File: src/rtl/regfile_sb.sv
// ARM-style general register file with PC alias, optional writeback bypass and a
// per-register scoreboard that drives the decode-stage hazard signal.
module regfile_sb #(
    parameter int unsigned DATA_W     = 32,
    parameter int unsigned ADDR_W     = 4,
    parameter int unsigned NUM_REGS   = 15,
    parameter int unsigned PC_IDX     = 15,
    parameter int unsigned RESET_MODE = 1,
    parameter bit          BYPASS     = 1'b1
) (
    input  logic                clk,
    input  logic                rst,
    input  logic [ADDR_W-1:0]   src1,
    input  logic [ADDR_W-1:0]   src2,
    input  logic                use1,
    input  logic                use2,
    input  logic [DATA_W-1:0]   pc_in,
    input  logic                wb_en,
    input  logic [ADDR_W-1:0]   wb_dest,
    input  logic [DATA_W-1:0]   wb_data,
    input  logic                iss_en,
    input  logic [ADDR_W-1:0]   iss_dest,
    input  logic                flush,
    output logic [DATA_W-1:0]   reg1,
    output logic [DATA_W-1:0]   reg2,
    output logic                hazard,
    output logic [NUM_REGS-1:0] busy_vec
);

    localparam logic [ADDR_W-1:0] PC_ADDR = ADDR_W'(PC_IDX);

    logic [DATA_W-1:0]   regs_q [NUM_REGS];
    logic [NUM_REGS-1:0] busy_q, busy_d;
    logic                wb_ok, iss_ok;
    logic                busy1, busy2, fwd1, fwd2;

    function automatic logic is_reg(input logic [ADDR_W-1:0] a);
        return (32'(a) < NUM_REGS) && (a != PC_ADDR);
    endfunction

    assign wb_ok  = wb_en && is_reg(wb_dest);
    assign iss_ok = iss_en && is_reg(iss_dest);

    always_ff @(posedge clk or posedge rst) begin
        if (rst) begin
            for (int unsigned i = 0; i < NUM_REGS; i++) begin
                regs_q[i] <= (RESET_MODE == 1) ? DATA_W'(i) : '0;
            end
        end else if (wb_ok) begin
            for (int unsigned i = 0; i < NUM_REGS; i++) begin
                if (wb_dest == ADDR_W'(i)) begin
                    regs_q[i] <= wb_data;
                end
            end
        end
    end

    // Issue is applied after clear and flush so a newer outstanding write wins.
    always_comb begin
        busy_d = busy_q;
        if (flush) begin
            busy_d = '0;
        end
        for (int unsigned r = 0; r < NUM_REGS; r++) begin
            if (wb_ok && wb_dest == ADDR_W'(r)) begin
                busy_d[r] = 1'b0;
            end
            if (iss_ok && iss_dest == ADDR_W'(r)) begin
                busy_d[r] = 1'b1;
            end
        end
    end

    always_ff @(posedge clk or posedge rst) begin
        if (rst) begin
            busy_q <= '0;
        end else begin
            busy_q <= busy_d;
        end
    end

    assign busy_vec = busy_q;

    always_comb begin
        reg1  = '0;
        reg2  = '0;
        busy1 = 1'b0;
        busy2 = 1'b0;
        for (int unsigned r = 0; r < NUM_REGS; r++) begin
            if (src1 == ADDR_W'(r)) begin
                reg1  = regs_q[r];
                busy1 = busy_q[r];
            end
            if (src2 == ADDR_W'(r)) begin
                reg2  = regs_q[r];
                busy2 = busy_q[r];
            end
        end
        if (BYPASS && wb_ok && wb_dest == src1) begin
            reg1 = wb_data;
        end
        if (BYPASS && wb_ok && wb_dest == src2) begin
            reg2 = wb_data;
        end
        if (src1 == PC_ADDR) begin
            reg1  = pc_in;
            busy1 = 1'b0;
        end
        if (src2 == PC_ADDR) begin
            reg2  = pc_in;
            busy2 = 1'b0;
        end
    end

    assign fwd1   = BYPASS && wb_en && (wb_dest == src1);
    assign fwd2   = BYPASS && wb_en && (wb_dest == src2);
    assign hazard = (use1 && busy1 && !fwd1) || (use2 && busy2 && !fwd2);

endmodule

File: config.mk
export PLATFORM = sky130hd
export DESIGN_NAME = regfile_sb
export DESIGN_NICKNAME = d
export VERILOG_FILES = /design/src/rtl/regfile_sb.sv
export SDC_FILE = /design/constraint.sdc
export NUM_CORES = 1
export LEC_CHECK = 0
export BUFFER_PORTS_ARGS = -buffer_cell sky130_fd_sc_hd__buf_2
export CORE_MARGIN = 1.5
export CORE_UTILIZATION = 45
export DETAILED_ROUTE_END_ITERATION = 7
export SYNTH_ARGS = -nofsm -noshare
export SYNTH_HDL_FRONTEND = slang
export SYNTH_SLANG_ARGS = --single-unit
File: constraint.sdc
create_clock -name clk -period 35.1 [get_ports clk]
set_input_delay 0 -clock clk [delete_from_list [all_inputs] [get_ports clk]]
set_output_delay 0 -clock clk [all_outputs]
set_load 0.02 [all_outputs]
[Word-level counts from Yosys, hierarchy flattened]
Cells that the tools add are included.
W data, S select, Z words.
Cells by class
  add/sub/neg operators: 0
  multiply operators: 0
  div/mod/pow operators: 0
  order comparisons: 2
  eq/ne operators: 62
  shift operators: 0
  multiplexer cells: 97
  bitwise operators: 0
  reduce and logical (&&, ||, !) cells: 79
Operator list (number)
  $mux W32: 34
  $eq A4 B4 Y1 const B: 30
  $eq A4 B3 Y1 const B: 16
  $mux W1: 62
  $reduce_bool A3 Y1: 15
  $logic_and A1 B1 Y1: 42
  $eq A4 B2 Y1 const B: 8
  $reduce_and A2 Y1: 15
  $eq A4 B1 Y1 const B: 4
  $logic_not A4 Y1: 4
  $mux W15: 1
  $eq A4 B4 Y1: 2
  $lt A4 B4 Y1 const B: 2
  $ne A4 B4 Y1 const B: 2
  $logic_not A1 Y1: 2
  $logic_or A1 B1 Y1: 1
Word-level totals
  register bits: 495
  bits in latches: 0
  RAM bits: 0
  memory bits (read-only): 0
  input bits: 87
  output and inout port bits: 80
  word-level logic and storage cells: 270
  memories kept: 0

[Depth between registers and ports, before layout]
  depth in word-level cells: 20
  mapped depth: 11
  mapped depth without buffers: 6

[Worst setup path after synthesis]
No wires, ideal clock.
  path type: input to output
  start point: in src2[1]
  end point: out reg2[21]
  arrival time: 1677 ps
  required time: 35100 ps
  path slack: 33423 ps
  stages: 7
  buffers on the path: 3
  cells stage by stage: buf_4 -> and2_1 -> buf_2 -> clkbuf_1 -> a2111oi_0 -> a211oi_1 -> o31ai_1
Between the ends
  longest elaborated chain between the ends: 18
  elaborated cells on any way between the ends: 35
  those cells by class: eq/ne: 16; mux: 17; reduce/logical: 2
RTL lines
  start: declaration: RTL line 14  | input logic [ADDR_W-1:0] src2,
  $logic_not A4 Y1: RTL line 94  | if (src2 == ADDR_W'(r)) begin
  $mux W32 (15 in series): RTL line 94
  $mux W32: RTL line 102  | if (BYPASS && wb_ok && wb_dest == src2) begin
  $mux W32 (*): RTL line 109  | if (src2 == PC_ADDR) begin
  end: declaration: RTL line 25  | output logic [DATA_W-1:0] reg2,
Mark *: on every way between the ends. The rest lies on a longest branch, timed or not.

[Worst setup path after layout]
  start point: in src2[2]
  end point: out hazard
Between the ends
  longest elaborated chain between the ends: 20
  elaborated cells on any way between the ends: 38
  those cells by class: eq/ne: 16; mux: 16; reduce/logical: 6
RTL lines
  $logic_not A4 Y1: RTL line 94
  $mux W1 (15 in series): RTL line 94
  $mux W1: RTL line 109
  $logic_and A1 B1 Y1: RTL line 117  | assign hazard = (use1 && busy1 && !fwd1) || (use2 && busy2 && !fwd2);
  $logic_and A1 B1 Y1 (*): RTL line 117
  $logic_or A1 B1 Y1 (*): RTL line 117
  end: declaration: RTL line 26  | output logic hazard,
Marked as above.

==> impl_metrics.json <==
{
  "status": "finished with violations",
  "violations": "design-rule violations, max-capacitance violations, max-slew violations",
  "grt_usage": 0.387,
  "areaGrowthSynthToFinish_pct": 11.9,
  "layout_common_cells": "mux2_2, dfrtp_1, o21ai_0, a21oi_1, nor2_1",
  "synth_top_family_by_area": "multiplexers",
  "synth_cell_type_count": 85,
  "clock_path_buffers": 3,
  "crit_path_start_kind": "input port",
  "synth.net_count": 2943,
  "ant_nets": 0,
  "io_pins": 167,
  "min_path_type": "in -> reg",
  "timing.final.crit_share": 0.120,
  "cts_setup_buffers": 0,
  "synth_largest_area_cell": "dfrtp_1",
  "p_sw_frac": 0.322,
  "power_frac_clock": 0.327,
  "root_buffer": "clkbuf_16",
  "finClkSkew_ns": 0,
  "ys.flop_type": "dfrtp_1",
  "rows": 94,
  "setup-tns-final_ns": 0,
  "antenna_found_initial": 8,
  "fmax_mhz": 237,
  "ys_ff_latch": 495,
  "cts_resized": 0,
  "synth_edf_count": 0,
  "postCtsHoldBufs": 47,
  "vias_per_cell": 7.19,
  "fillCellCount": 5937,
  "cp_max_fo": 37,
  "yosys.area_share.adder": 0,
  "synth.avg_cell_area_um2": 10.5,
  "yosys-top-cells-area": "dfrtp_1, mux2_2, mux2i_1, o21ai_0, a21oi_1",
  "clock_sinks": 495,
  "htree_levels": 2,
  "cp-end-kind": "output port",
  "first_iter_violations": 4331,
  "intPower_mw": 1.30,
  "yosys_warnings": 0,
  "async_reset_ff_frac": 1.00,
  "finalCriticalPeriod_ns": 4.23,
  "portBuffers": 166,
  "worstPathArrival_ns": 4.23,
  "synth_top_area_frac": 0.390,
  "finalHoldViolCount": 0,
  "die_w_um": 261,
  "finalSetupViolations": 0,
  "grt_pass1_wl_um": 192000,
  "placed_cell_area_mm2": 0.0311,
  "die_y_um": 261,
  "clk_latency_ns": 0.63,
  "grt-ovfl-total": 0,
  "drv_slew": 6,
  "layout.nets": 3007,
  "cts_tree": "built",
  "coreArea_mm2": 0.0659,
  "syn_inst": 2856,
  "drv_cap": 1,
  "synthXorXnorAreaFrac": 0.00175,
  "utilization": 0.509,
  "post-place-ws_ns": 31.19,
  "regArea_mm2": 0.0124,
  "drive_gt1_frac": 0.324,
  "finalWeightedCongestion": 0.979,
  "start_util": 0.455,
  "dp.cells": 3678,
  "drc_errors": 6,
  "cts_buffers": 57,
  "p_switching_uw": 616,
  "crit_type": "in -> out",
  "holdWs_ns": 0.0133,
  "finalPower_mw": 1.91,
  "p_leak_nw": 14.0,
  "relSlewSlack": -0.0108,
  "grt_max_degree": 163,
  "grt_pass1_vias": 26932,
  "tightest_slew_ns": 1.51,
  "routedWlPerCell_um": 34.8,
  "pwr-share-seq": 0.430,
  "power.density_mw_per_mm2": 57.0,
  "combinationalPowerShare": 0.243,
  "instances_no_fill": 3837,
  "vdd_drop_max_mv": 0.0377,
  "wl_um": 134000,
  "mappedNetlistArea_mm2": 0.0300,
  "dr.pass1.iters": 8,
  "cp.required_ns": 35.10,
  "layout_commonest_cell": "mux2_2",
  "die_area_mm2": 0.0682,
  "cts.clk_slew.worst_paths_ns": 0.06,
  "yosysSeqAreaShare": 0.414,
  "vias": 27577,
  "fin_ws_ns": 30.87,
  "final_cell_area_mm2": 0.0336,
  "rsz0062_at_grt": "no",
  "dp_hpwl_um": 79900,
  "synth-simple-area-share": 0.0810,
  "multi_input_area_mm2": 0.0160,
  "synthMuxAreaShare": 0.255,
  "synth-compound-area-share": 0.191
}
state kept, by name (all words and copies together), names as in the netlist:
signal and cells:
busy_vec 15, regs_q 480
metal layers:
layer | global-route usage | share of wire
met1 | 0.504 | 0.37
met2 | 0.563 | 0.42
met3 | 0.114 | 0.13
met4 | 0.240 | 0.073
met5 | 0.00833 | 0.0011
cell type report:
cell class / instances / area share
well taps: 864 / 0.0322
clock inverters: 14 / 0.00526
flip-flops and latches: 495 / 0.370
repair buffers: 295 / 0.0584
diodes: 4 / 0.000298
multi-input cells: 2033 / 0.476
inverters: 38 / 0.00455
clock buffers: 94 / 0.0527
path summary, 6_finish.rpt:
check	slack, ns	end	startpoint	depth (start not counted)
setup / recovery	30.87	hazard	src2[2]	10
hold / removal	0.01	busy_vec[7]	wb_en	4
setup reg to reg	33.74	busy_vec[12]	busy_vec[12]	3
hold reg to reg	0.52	regs_q[398]	regs_q[398]	1
max in group asynchronous	32.52	regs_q[26]	rst	5
min in group asynchronous	0.07	regs_q[387]	rst	3
Yosys cell counts (7+ instances only):
cell type and count:
clkbuf_1 100, buf_2 124, mux2i_1 107, a22oi_1 65, dfrtp_1 467, o21ai_1 25
a221oi_1 32, a21oi_1 190, o32ai_1 16, a221o_1 19, and3_1 13, nor3_1 18
a32oi_1 8, nor2b_1 35, o31ai_1 10, a21o_1 14, a22o_1 11, o221ai_1 28
mux4_2 39, nand3b_1 14, nand4_1 9, o21ai_0 197, or3_1 7, buf_6 17
a31oi_1 21, o22ai_1 91, nand3_1 18, a2bb2oi_1 22, o211ai_1 26, buf_1 7
nand2b_1 36, nor3b_1 9, a222oi_1 9, and2_1 10, o22a_1 16, nand2_1 112
inv_1 34, a211oi_1 29, dfstp_2 28, nor2_1 183, buf_4 39, mux2_2 503
nor2_2 8
cell families (layout without fill, tap and decap cells):
kind of cell	after synthesis	after routing
other	0	4
xor gates and xnor gates	6	6
and+or+nand+nor	500	500
AOI/OAI and AO/OA	875	875
muxes	652	652
DFF	495	495
buffers and inverters	328	441
power groups by stage:
stage / sequential, mW / combinational (mW) / clock, mW
after floorplan: 0.786 / 0.330 / 0
after global placement: 0.814 / 0.439 / 0
after detailed placement: 0.822 / 0.448 / 0
after CTS: 0.813 / 0.454 / 0.629
after global routing: 0.834 / 0.491 / 0.652
final: 0.822 / 0.465 / 0.626
worst max-delay path: stages:
cell	delay (ns)
buf_4	0.39
buf_4	0.52
buf_4	0.52
nand2b_1	0.54
nor2_2	1.13
nor2_1	0.11
o221ai_1	0.29
a31oi_1	0.07
o32ai_1	0.33
buf_2	0.23
No activity file was read; power rests on OpenSTA's default activity.
